===== config.mk =====
export PLATFORM = sky130hd
export DESIGN_NAME = if_id_fetch_stage_flat
export DESIGN_NICKNAME = d
export VERILOG_FILES = /design/src/rtl/if_id_fetch_stage_if.sv /design/src/rtl/if_id_fetch_stage.sv /design/src/flat_wrapper.sv
export SDC_FILE = /design/constraint.sdc
export NUM_CORES = 1
export LEC_CHECK = 0
export ABC_AREA = 1
export BUFFER_PORTS_ARGS = -buffer_cell sky130_fd_sc_hd__buf_2
export CORE_ASPECT_RATIO = 1.5
export CORE_UTILIZATION = 45
export CTS_CLUSTER_SIZE = 24
export DETAILED_ROUTE_END_ITERATION = 7
export PLACE_DENSITY = 0.81
export SLEW_MARGIN = 30
export SYNTH_ARGS = -nofsm -noshare
export SYNTH_HDL_FRONTEND = slang
export SYNTH_SLANG_ARGS = --single-unit

===== constraint.sdc =====
create_clock -name clk -period 4.26 [get_ports clk]
set_input_delay 0.426 -clock clk [delete_from_list [all_inputs] [get_ports clk]]
set_output_delay 0.426 -clock clk [all_outputs]
set_load 0.01 [all_outputs]

===== src/rtl/if_id_fetch_stage_if.sv =====
// if_id_fetch_stage_if: fetch-stage bus bundling hazard controls, imem port and IF/ID outputs.
interface if_id_fetch_stage_if #(parameter int CNT_W = 16);
   logic             stall;
   logic             branch_taken;
   logic [31:0]      branch_target;
   logic [31:0]      imem_addr;
   logic [31:0]      imem_rdata;
   logic [31:0]      IF_ID_PC;
   logic [31:0]      IF_ID_instr;
   logic             IF_ID_valid;
   logic             IF_ID_is_Branch;
   logic [4:0]       IF_ID_rs1;
   logic [4:0]       IF_ID_rs2;
   logic [CNT_W-1:0] stall_cnt;
   logic [CNT_W-1:0] flush_cnt;
   modport master (
      input  stall, branch_taken, branch_target, imem_rdata,
      output imem_addr, IF_ID_PC, IF_ID_instr, IF_ID_valid, IF_ID_is_Branch,
             IF_ID_rs1, IF_ID_rs2, stall_cnt, flush_cnt
   );
   modport slave (
      output stall, branch_taken, branch_target, imem_rdata,
      input  imem_addr, IF_ID_PC, IF_ID_instr, IF_ID_valid, IF_ID_is_Branch,
             IF_ID_rs1, IF_ID_rs2, stall_cnt, flush_cnt
   );
endinterface


===== src/rtl/if_id_fetch_stage.sv =====
// if_id_fetch_stage: RV32I PC generation, IF/ID register with stall/redirect, and hazard pre-decode.
module if_id_fetch_stage #(
   parameter logic [31:0] RESET_PC  = 32'h0000_0000,
   parameter logic [31:0] NOP_INSTR = 32'h0000_0013,
   parameter int          CNT_W     = 16
) (
   input logic                clk,
   input logic                rst,
   if_id_fetch_stage_if.master bus
);
   logic [31:0]      pc, id_pc, id_instr;
   logic             id_valid;
   logic [CNT_W-1:0] stall_cnt, flush_cnt;
   logic [6:0]       op;
   always_ff @(posedge clk or posedge rst) begin
      if (rst) begin
         pc        <= RESET_PC;
         id_pc     <= '0;
         id_instr  <= NOP_INSTR;
         id_valid  <= 1'b0;
         stall_cnt <= '0;
         flush_cnt <= '0;
      end else if (bus.stall) begin
         stall_cnt <= stall_cnt + CNT_W'(!(&stall_cnt));
      end else if (bus.branch_taken) begin
         pc        <= {bus.branch_target[31:2], 2'b00};
         id_pc     <= pc;
         id_instr  <= NOP_INSTR;
         id_valid  <= 1'b0;
         flush_cnt <= flush_cnt + CNT_W'(!(&flush_cnt));
      end else begin
         pc       <= pc + 32'd4;
         id_pc    <= pc;
         id_instr <= bus.imem_rdata;
         id_valid <= 1'b1;
      end
   end
   // unused register fields are zeroed so the hazard unit never sees false dependencies
   assign op                  = id_instr[6:0];
   assign bus.imem_addr       = pc;
   assign bus.IF_ID_PC        = id_pc;
   assign bus.IF_ID_instr     = id_instr;
   assign bus.IF_ID_valid     = id_valid;
   assign bus.IF_ID_is_Branch = id_valid && (op == 7'b1100011 || op == 7'b1100111);
   assign bus.IF_ID_rs1       = (id_valid && op != 7'b0110111 && op != 7'b0010111 && op != 7'b1101111)
                                ? id_instr[19:15] : 5'd0;
   assign bus.IF_ID_rs2       = (id_valid && (op == 7'b0110011 || op == 7'b0100011 || op == 7'b1100011))
                                ? id_instr[24:20] : 5'd0;
   assign bus.stall_cnt       = stall_cnt;
   assign bus.flush_cnt       = flush_cnt;
endmodule

===== src/flat_wrapper.sv =====
// flat-port wrapper written by rule: the top's interface ports become plain ports
module if_id_fetch_stage_flat 
#(
   parameter logic [31:0] RESET_PC  = 32'h0000_0000,
   parameter logic [31:0] NOP_INSTR = 32'h0000_0013,
   parameter int          CNT_W     = 16
)
  (clk, rst, bus_stall, bus_branch_taken, bus_branch_target, bus_imem_rdata, bus_imem_addr, bus_IF_ID_PC, bus_IF_ID_instr, bus_IF_ID_valid, bus_IF_ID_is_Branch, bus_IF_ID_rs1, bus_IF_ID_rs2, bus_stall_cnt, bus_flush_cnt);
  if_id_fetch_stage_if #(.CNT_W(CNT_W)) bus_i ();
  input logic clk;
  input logic rst;
  input wire logic [$bits(bus_i.stall)-1:0] bus_stall;
  input wire logic [$bits(bus_i.branch_taken)-1:0] bus_branch_taken;
  input wire logic [$bits(bus_i.branch_target)-1:0] bus_branch_target;
  input wire logic [$bits(bus_i.imem_rdata)-1:0] bus_imem_rdata;
  output wire logic [$bits(bus_i.imem_addr)-1:0] bus_imem_addr;
  output wire logic [$bits(bus_i.IF_ID_PC)-1:0] bus_IF_ID_PC;
  output wire logic [$bits(bus_i.IF_ID_instr)-1:0] bus_IF_ID_instr;
  output wire logic [$bits(bus_i.IF_ID_valid)-1:0] bus_IF_ID_valid;
  output wire logic [$bits(bus_i.IF_ID_is_Branch)-1:0] bus_IF_ID_is_Branch;
  output wire logic [$bits(bus_i.IF_ID_rs1)-1:0] bus_IF_ID_rs1;
  output wire logic [$bits(bus_i.IF_ID_rs2)-1:0] bus_IF_ID_rs2;
  output wire logic [$bits(bus_i.stall_cnt)-1:0] bus_stall_cnt;
  output wire logic [$bits(bus_i.flush_cnt)-1:0] bus_flush_cnt;
  assign bus_i.stall = bus_stall;
  assign bus_i.branch_taken = bus_branch_taken;
  assign bus_i.branch_target = bus_branch_target;
  assign bus_i.imem_rdata = bus_imem_rdata;
  assign bus_imem_addr = bus_i.imem_addr;
  assign bus_IF_ID_PC = bus_i.IF_ID_PC;
  assign bus_IF_ID_instr = bus_i.IF_ID_instr;
  assign bus_IF_ID_valid = bus_i.IF_ID_valid;
  assign bus_IF_ID_is_Branch = bus_i.IF_ID_is_Branch;
  assign bus_IF_ID_rs1 = bus_i.IF_ID_rs1;
  assign bus_IF_ID_rs2 = bus_i.IF_ID_rs2;
  assign bus_stall_cnt = bus_i.stall_cnt;
  assign bus_flush_cnt = bus_i.flush_cnt;
  if_id_fetch_stage #(.RESET_PC(RESET_PC), .NOP_INSTR(NOP_INSTR), .CNT_W(CNT_W)) u_core (.clk(clk), .rst(rst), .bus(bus_i));
endmodule

==> out/qor.csv, run 1 <==
stage,metric,value,unit
status,status,finished with violations,
status,violated checks,design-rule violations,
sta,final setup vio count,0,
placed_design,worst slack at placement,1940,ps
synth,mux share of post-synthesis cell area,0,
synth,Post-synth EDFFs,0,
floorplan,core area,0.0135,mm²
sta,"Hold Vio Cnt, Final",0,
setup_path,Worst Path Max Fanout,5,
pwr,Sw Pwr,0.00111,W
pwr,clock power share,0.432,
sta,RSZ-0062 raised after global routing,false,
synth,"Seq/Total Area, Yosys",0.502,
pwr,Worst IR Drop VDD,0.236,mV
setup_path,"slowest stage cell, crit path",dfstp_2,
floorplan,# IOs,208,
finish,ratio of cells with drive above 1 in the final layout,0.260,
global_route,vias in the first global route,5673,
routing,DRT Pass-1 Iters,7,
sta,Max transition margin,0.370,
synth,xor/xnor cell area share of the yosys netlist,0.0421,
routing,DR WL/cell,14.6,µm
clocking,clk sinks,125,
placed_design,Port Buffers,201,
global_route,pin count of the biggest net entering global routing,59,
synth,Synth Register Bits,125,
clocking,Num CTS Buffers,17,
synth,main combinational cell family by area after synthesis,simple AND/OR/NAND/NOR gates,
sta,Slew Limit Fails,0,
routing,DRC Markers,16,
synth,Synth Area in Adders,0.0100,
setup_path,"Largest stage delay, worst path",540,ps
pwr,Static Leak,4.23,nW
routing,Via-to-Cell Ratio,5.02,
global_route,Total Routing Usage GR,0.244,
clocking,Worst-path clk slew,60,ps
pwr,Int Power,0.00266,W
pwr,Reg power frac,0.398,
clocking,CTS Buffer Depth,2,
finish,register area,0.00313,mm²
synth,Post-Syn Instances,786,
floorplan,Die Width,98.1,µm
synth,post-synthesis simple-gate area fraction,0.262,
setup_path,Critical Path Start Type,flop,
global_route,GR Overflow Total,0,
clocking,post-CTS sizing,0,
placed_design,Final GP Congestion,0.901,
routing,Routed WL,17000,µm
sta,Setup WS post-layout,2030,ps
synth,area fraction in compound gates after synthesis,0.0979,
sta,worst-margin pin slew,943,ps
routing,initial DRC count,202,
sta,Peak Freq,448,MHz
finish,Filler Cells Inserted,1255,
pwr,sw frac,0.294,
synth,Mapped Area,0.00623,mm²
hold_path,Min-Delay Path Class,in -> async,
pwr,Pwr Density,469,mW/mm²
pwr,Comb pwr share,0.170,
finish,most frequent cells in the layout,"nand2_1 (238), buf_2 (201), dfrtp_1 (122), inv_1 (102), nor2_1 (73)",
clocking,H-tree levels,4,
job,max-cap check violation count,0,
finish,"Area growth, synth to finish",28.9,%
synth,syn_area_per_cell,7.93,µm²
floorplan,num rows,52,
clocking,CTS Root Cell,clkbuf_16,
routing,total number of vias,5836,
finish,area of the multi-input gates,0.00259,mm²
global_route,first-pass GRT wire length,27500,µm
clocking,TritonCTS clock tree,built,
sta,Tmin final,2230,ps
setup_path,Crit. End Element,primary output,
floorplan,die area,0.0143,mm²
synth,Syn. warnings,0,
sta,Tcrit/Tclk final,0.524,
floorplan,Initial Util,0.461,
global_route,initial antenna violation count,1,
clocking,hold buffer count at CTS,0,
setup_path,r2r setup slk,2240,ps
finish,"most common cell after layout, fill and taps aside",nand2_1,
synth,Unique masters post-synth,34,
placed_design,DP HPWL,12100,µm
sta,setup_tns,0,ps
setup_path,worst path cell trace,"nand2_1, nor3_1, o2111ai_1, nor2_1, buf_2",
finish,nets,1060,
floorplan,DIE HEIGHT,146,µm
sta,clk_skew,7.95,ps
setup_path,endpoint arrival time on the critical path,1810,ps
pwr,Total Power,0.00377,W
clocking,Setup Buffers After CTS,0,
clocking,worst skew pair latency,420,ps
routing,Routed Antenna Nets,0,
setup_path,Worst Path Required,3830,ps
setup_path,Setup CP Type,reg -> out,
synth,ys flop type,dfrtp_1,
synth,async set-reset flop share out of synthesis,1.00,
==> routing by layer <==
layer	routed length (µm)	track usage
met5	0	0
met4	650	0.130
met3	864	0.0460
met2	8620	0.424
met1	6820	0.284
==> worst max-delay path: cells and delay by family (launching register included) <==
kind	cells	cell delay (ps)
AND/OR/NAND/NOR	3	440
buffers and inverters	1	140
flip-flops	1	540
AO/OA/AOI/OAI	1	260
==> logic make-up (layout without fill, tap and decap cells) <==
logic type | Yosys count | in the layout
XOR/XNOR | 30 | 30
buffers and inverters | 132 | 343
AND/OR/NAND/NOR | 390 | 390
flip-flops | 125 | 125
adder cells (fa/ha/maj) | 5 | 5
AO/OA/AOI/OAI | 103 | 103
other | 1 | 5
==> cell usage after synthesis (5+ instances only) <==
library cell  number  area (µm²)
nor2_1            74         278
buf_2              9        45.0
nor2_4             6        67.6
xor2_1            26         228
ha_1               5        62.6
a22o_1            16         140
nand2_1          238         893
nand3_1           40         200
dfrtp_1          122        3050
nor3_1            10        50.1
nand4_1            9        56.3
inv_1            103         387
o21ai_0           72         360
clkbuf_1          10        37.5
==> flip-flops by register name, summed over array words and instances (netlist names) <==
name	flops
u_core.bus.flush_cnt	16
u_core.bus.stall_cnt	16
u_core.bus.IF_ID_instr	32
u_core.bus.IF_ID_PC	30
u_core.bus.IF_ID_valid	1
u_core.bus.imem_addr	30
==> metrics by stage <==
stage	hold WS, ps	util	cell area (µm²)	std cells
after CTS	154	0.594	8030	1162
after global placement	457	0.544	7370	1130
final	131	0.594	8040	1163
after detailed placement	461	0.544	7370	1130
after floorplan	502	-	6250	789
after global routing	209	0.594	8040	1163
==> path summary, 6_finish.rpt <==
kind | to | cells after the start | from
max | bus_IF_ID_rs2[2] | 5 | u_core.bus.IF_ID_instr[1]$_DFFE_PP1N_
max in group asynchronous | u_core.bus.imem_addr[12]$_DFFE_PP0N_ | 3 | rst
min reg2reg | u_core.bus.IF_ID_PC[2]$_DFFE_PP0N_ | 2 | u_core.bus.IF_ID_PC[2]$_DFFE_PP0N_
min in group clk | u_core.bus.IF_ID_instr[16]$_DFFE_PP0N_ | 3 | bus_imem_rdata[16]
min | u_core.bus.IF_ID_valid$_DFFE_PP0N_ | 2 | rst
max reg2reg | u_core.bus.flush_cnt[9]$_DFFE_PP0P_ | 11 | u_core.bus.flush_cnt[4]$_DFFE_PP0P_
==> power groups by stage <==
stage	Combinational, W	Clock [W]	Sequential (W)
2_1_floorplan	0.000300	0	0.00156
3_3_place_gp	0.000624	0	0.00151
3_5_place_dp	0.000643	0	0.00152
4_1_cts	0.000649	0.00166	0.00150
5_1_grt	0.000717	0.00170	0.00152
6_report	0.000641	0.00163	0.00150
==> layout make-up <==
cell class / instances / area share
antenna: 1 / 0.000311
tap: 162 / 0.0252
clock inverter: 13 / 0.0265
inverter: 105 / 0.0497
sequential: 125 / 0.390
multi-input combinational: 532 / 0.322
clock buffer: 19 / 0.0564
timing repair buffer: 206 / 0.130
(Power assumes the default switching activity.)
==> inputs of run 2 (changes only) <==
Settings changed: ABC_AREA 1 to 0.
Clock period 4.26 ns to 2.09 ns, I/O delays scaled along.
==> run 2 against run 1 <==
The flow finishes with violations (negative setup slack). Synthesized cell count is 33% lower. Combinational power increased by 130%. Area after synthesis down 7.1%. Die area shrank 6.9%. Flip-flop and latch count did not move. Critical endpoint is now u_core.bus.flush_cnt[10]$_DFFE_PP0P_. Final area decreased by 2.2%. Critical path type is now reg -> reg. Sequential share of layout area increased by 0.88 points.
==> out/qor.csv, run 2 <==
stage,metric,value,unit,change
sta,Peak Freq,464,MHz,
global_route,initial antenna violation count,0,,-1
finish,Ant. Diodes,0,,-1
setup_path,Critical Path Start Type,flop,,
routing,Routed Antenna Nets,0,,unchanged
setup_path,r2r setup slk,-60,ps,-2300 ps
pwr,Int Power,0.00545,W,+100%
clocking,worst skew pair latency,410,ps,about the same
clocking,CTS Root Cell,clkbuf_16,,
floorplan,DIE HEIGHT,141,µm,-3.5%
hold_path,Min-Delay Path Class,in -> reg,,
finish,most frequent cells in the layout,"buf_2 (196), dfrtp_1 (122), nand2_1 (43), buf_4 (34), a22o_1 (30)",,
synth,top cell type's share of synthesized area,0.527,,+0.0372
global_route,pin count of the biggest net entering global routing,72,,+22%
routing,initial DRC count,275,,+36%
placed_design,Port Buffers,201,,unchanged
sta,Max transition margin,0.530,,+0.160
pwr,Pwr Density,976,mW/mm²,+110%
finish,Filler Cells Inserted,1020,,-19%
sta,Hold WS,19.0,ps,-112 ps
pwr,Sw Pwr,0.00222,W,+100%
synth,Mapped Area,0.00579,mm²,-7.1%
routing,DRT Pass-1 Iters,5,,-2
synth,async set-reset flop share out of synthesis,1.00,,unchanged
synth,"Seq/Total Area, Yosys",0.540,,+0.0382
status,status,finished with violations,,
floorplan,core area,0.0125,mm²,-7.5%
sta,Tcrit/Tclk final,1.03,,
setup_path,most numerous cell on the critical path,nand4_1,,
routing,Via-to-Cell Ratio,5.60,,+12%
global_route,vias in the first global route,5126,,-9.6%
setup_path,endpoint arrival time on the critical path,2450,ps,+640 ps
synth,"count leader, synth",dfrtp_1,,
finish,ratio of cells with drive above 1 in the final layout,0.432,,+0.172
synth,Synth area leader,dfrtp_1,,
sta,clk_skew,7.98,ps,+0.0359 ps
floorplan,# IOs,208,,unchanged
clocking,H-tree levels,4,,unchanged
hold_path,Hold Path Sink,u_core.bus.IF_ID_instr[19]$_DFFE_PP0N_,,
pwr,Static Leak,3.80,nW,-10%
setup_path,Worst Path Required,2380,ps,-1450 ps
placed_design,DP HPWL,11300,µm,-6.4%
routing,Routed WL,16200,µm,-4.4%
synth,Unique masters post-synth,62,,+82%
clocking,TritonCTS clock tree,built,,
synth,synth cell count leaders,"dfrtp_1 (122), nand2_1 (46), a22o_1 (30), nor2_1 (30)",,
synth,Syn. warnings,0,,unchanged
pwr,Worst IR Drop VDD,0.769,mV,+230%
finish,"most common cell after layout, fill and taps aside",buf_2,,
setup_path,Worst R2R Start,u_core.bus.flush_cnt[8]$_DFFE_PP0P_,,
setup_path,Worst Path Max Fanout,6,,+1
sta,RSZ-0062 raised after global routing,true,,
floorplan,Die Width,94.7,µm,-3.5%
finish,non-filler cells in the finished layout,925,,-20%
placed_design,placed insts,884,,-22%
sta,Tmin final,2150,ps,
clocking,CTS Buffer Depth,2,,unchanged
global_route,first-pass GRT wire length,25000,µm,-9.1%
clocking,Num CTS Buffers,17,,unchanged
sta,Setup WS post-layout,-64.1,ps,-2090 ps
finish,"Area growth, synth to finish",35.6,%,
setup_path,Setup CP Type,reg -> reg,,
sta,"Hold Vio Cnt, Final",0,,unchanged
setup_path,"slowest stage cell, crit path",dfrtp_1,,
floorplan,die area,0.0133,mm²,-6.9%
synth,Post-Syn Instances,528,,-33%
status,violated checks,negative setup slack,,
synth,Post-synth EDFFs,0,,unchanged
finish,Largest register FFs,32,,unchanged
synth,syn_area_per_cell,11.0,µm²,+38%
hold_path,Hold Path Stages,2,,
finish,nets,829,,-22%
synth,Synth Register Bits,125,,unchanged
setup_path,worst path cell trace,"and4_4, and3_4, nor3b_4, nand4_1, ha_2, nand4_1, nor2_4, nand3_2, xnor2_2",,
setup_path,reg2reg end,u_core.bus.flush_cnt[10]$_DFFE_PP0P_,,
job,max-cap check violation count,0,,unchanged
synth,top post-synthesis cells by area,"dfrtp_1 (53%), mux2_2 (5.2%), a22o_1 (4.5%), xnor2_1 (3.2%), nand2_1 (3.0%)",,
sta,worst-margin pin slew,704,ps,-239 ps
setup_path,Reg2Reg Depth,9,,-2
pwr,Reg power frac,0.414,,+0.016
floorplan,Initial Util,0.463,,+0.00239
setup_path,Crit. End Element,flop,,
global_route,GR Overflow Total,0,,unchanged
global_route,Total Routing Usage GR,0.242,,-0.00199
routing,DR WL/cell,17.5,µm,+20%
sta,final setup vio count,3,,+3
sta,setup_tns,-152,ps,-152 ps
hold_path,Hold Crit Start,bus_imem_rdata[19],,
placed_design,Final GP Congestion,0.870,,-3.4%
pwr,Comb pwr share,0.195,,+0.025
pwr,sw frac,0.289,,-0.00459
synth,ys flop type,dfrtp_1,,
clocking,Worst-path clk slew,60,ps,about the same
pwr,clock power share,0.391,,-0.041
setup_path,"Largest stage delay, worst path",370,ps,-170 ps
clocking,clk sinks,125,,unchanged
floorplan,num rows,50,,-3.8%
sta,Slew Limit Fails,0,,unchanged
routing,DRC Markers,0,,-16
routing,total number of vias,5182,,-11%
pwr,Total Power,0.00767,W,+100%
run 2: cell types whose count changed after synthesis, sizes merged, moves of 14 or more:
cell   before  now
a22o       16   30
o21ai      72   21
inv       105   12
mux2        0   27
nand2     243   48
nor2       84   33
xnor2       4   21
xor2       26    8
run 2: area by class of cell:
cell class | count | area [µm²] | share of cell area
tap | 156 | 195 | 0.0248
sequential | 125 | 3130 | 0.399
inverter | 13 | 52.6 | 0.00669
timing repair buffer | 236 | 1310 | 0.167
clock buffer | 22 | 474 | 0.0604
multi-input combinational | 363 | 2550 | 0.325
clock inverter | 10 | 138 | 0.0175
run 2: timing repair:
action / CTS / global route
setup endpoints to repair: 10 / 16
gates resized for setup: 5 / 21
pin swaps: 2 / 16
endpoints found under the hold margin: 71 / 0
setup buffers: 0 / 8
hold buffers: 1 / 0
run 2: kinds of logic (layout without fill, tap and decap cells):
family	Yosys count	count (layout)	share of synthesized area
AND/OR/NAND/NOR	185	185	0.171
flip-flops	125	125	0.540
AO/OA/AOI/OAI	110	110	0.139
buffers and inverters	43	281	0.0365
multiplexers	30	30	0.0577
XOR/XNOR	29	29	0.0438
adder cells (fa/ha/maj)	5	5	0.0108
other	1	4	0.000647
run 2: worst max path at each step:
stage	slack, ps	end	startpoint	cells after the start
after floorplan	8	u_core.bus.flush_cnt[13]$_DFFE_PP0P_	u_core.bus.flush_cnt[10]$_DFFE_PP0P_	9
after global placement	-4	u_core.bus.flush_cnt[13]$_DFFE_PP0P_	u_core.bus.flush_cnt[11]$_DFFE_PP0P_	9
after detailed placement	-110	u_core.bus.flush_cnt[10]$_DFFE_PP0P_	u_core.bus.flush_cnt[11]$_DFFE_PP0P_	9
after CTS	20	u_core.bus.flush_cnt[10]$_DFFE_PP0P_	u_core.bus.flush_cnt[11]$_DFFE_PP0P_	9
after global routing	-170	u_core.bus.flush_cnt[10]$_DFFE_PP0P_	u_core.bus.flush_cnt[8]$_DFFE_PP0P_	9
final	-60	u_core.bus.flush_cnt[10]$_DFFE_PP0P_	u_core.bus.flush_cnt[8]$_DFFE_PP0P_	9
run 2: power by group through the flow:
| stage | clock network (W) | logic (W) | registers, W |
|---|---|---|---|
| 3_3_place_gp | 0 | 0.00143 | 0.00317 |
| 6_report | 0.00300 | 0.00150 | 0.00317 |
| 3_5_place_dp | 0 | 0.00148 | 0.00320 |
| 4_1_cts | 0.00305 | 0.00149 | 0.00317 |
| 5_1_grt | 0.00316 | 0.00164 | 0.00323 |
| 2_1_floorplan | 0 | 0.000675 | 0.00331 |
run 2: critical path: cells and delay by family (launching register included):
family                     cells  cell delay (ps)
DFF                            1              370
xor gates and xnor gates       1              160
and+or+nand+nor                7             1290
adders and majority gates      1              220
run 2: metal layers:
| metal | wire [µm] | vias to the layer above | GRT usage | part of all wire |
|---|---|---|---|---|
| met5 | 0 | - | 0 | 0 |
| met4 | 388 | 0 | 0.103 | 0.024 |
| met3 | 1140 | 36 | 0.0604 | 0.070 |
| met2 | 8390 | 245 | 0.427 | 0.52 |
| met1 | 6290 | 2506 | 0.273 | 0.39 |
| li1 | - | 2395 | - | - |
run 2: through the flow:
step / utilization / setup WS [ps] / cell area [µm²]
final: 0.628 / -64.1 / 7860
after CTS: 0.616 / 18.1 / 7710
after global routing: 0.628 / -171 / 7860
after detailed placement: 0.565 / -107 / 7070
after global placement: 0.564 / -3.68 / 7060
after floorplan: - / 8.33 / 5810
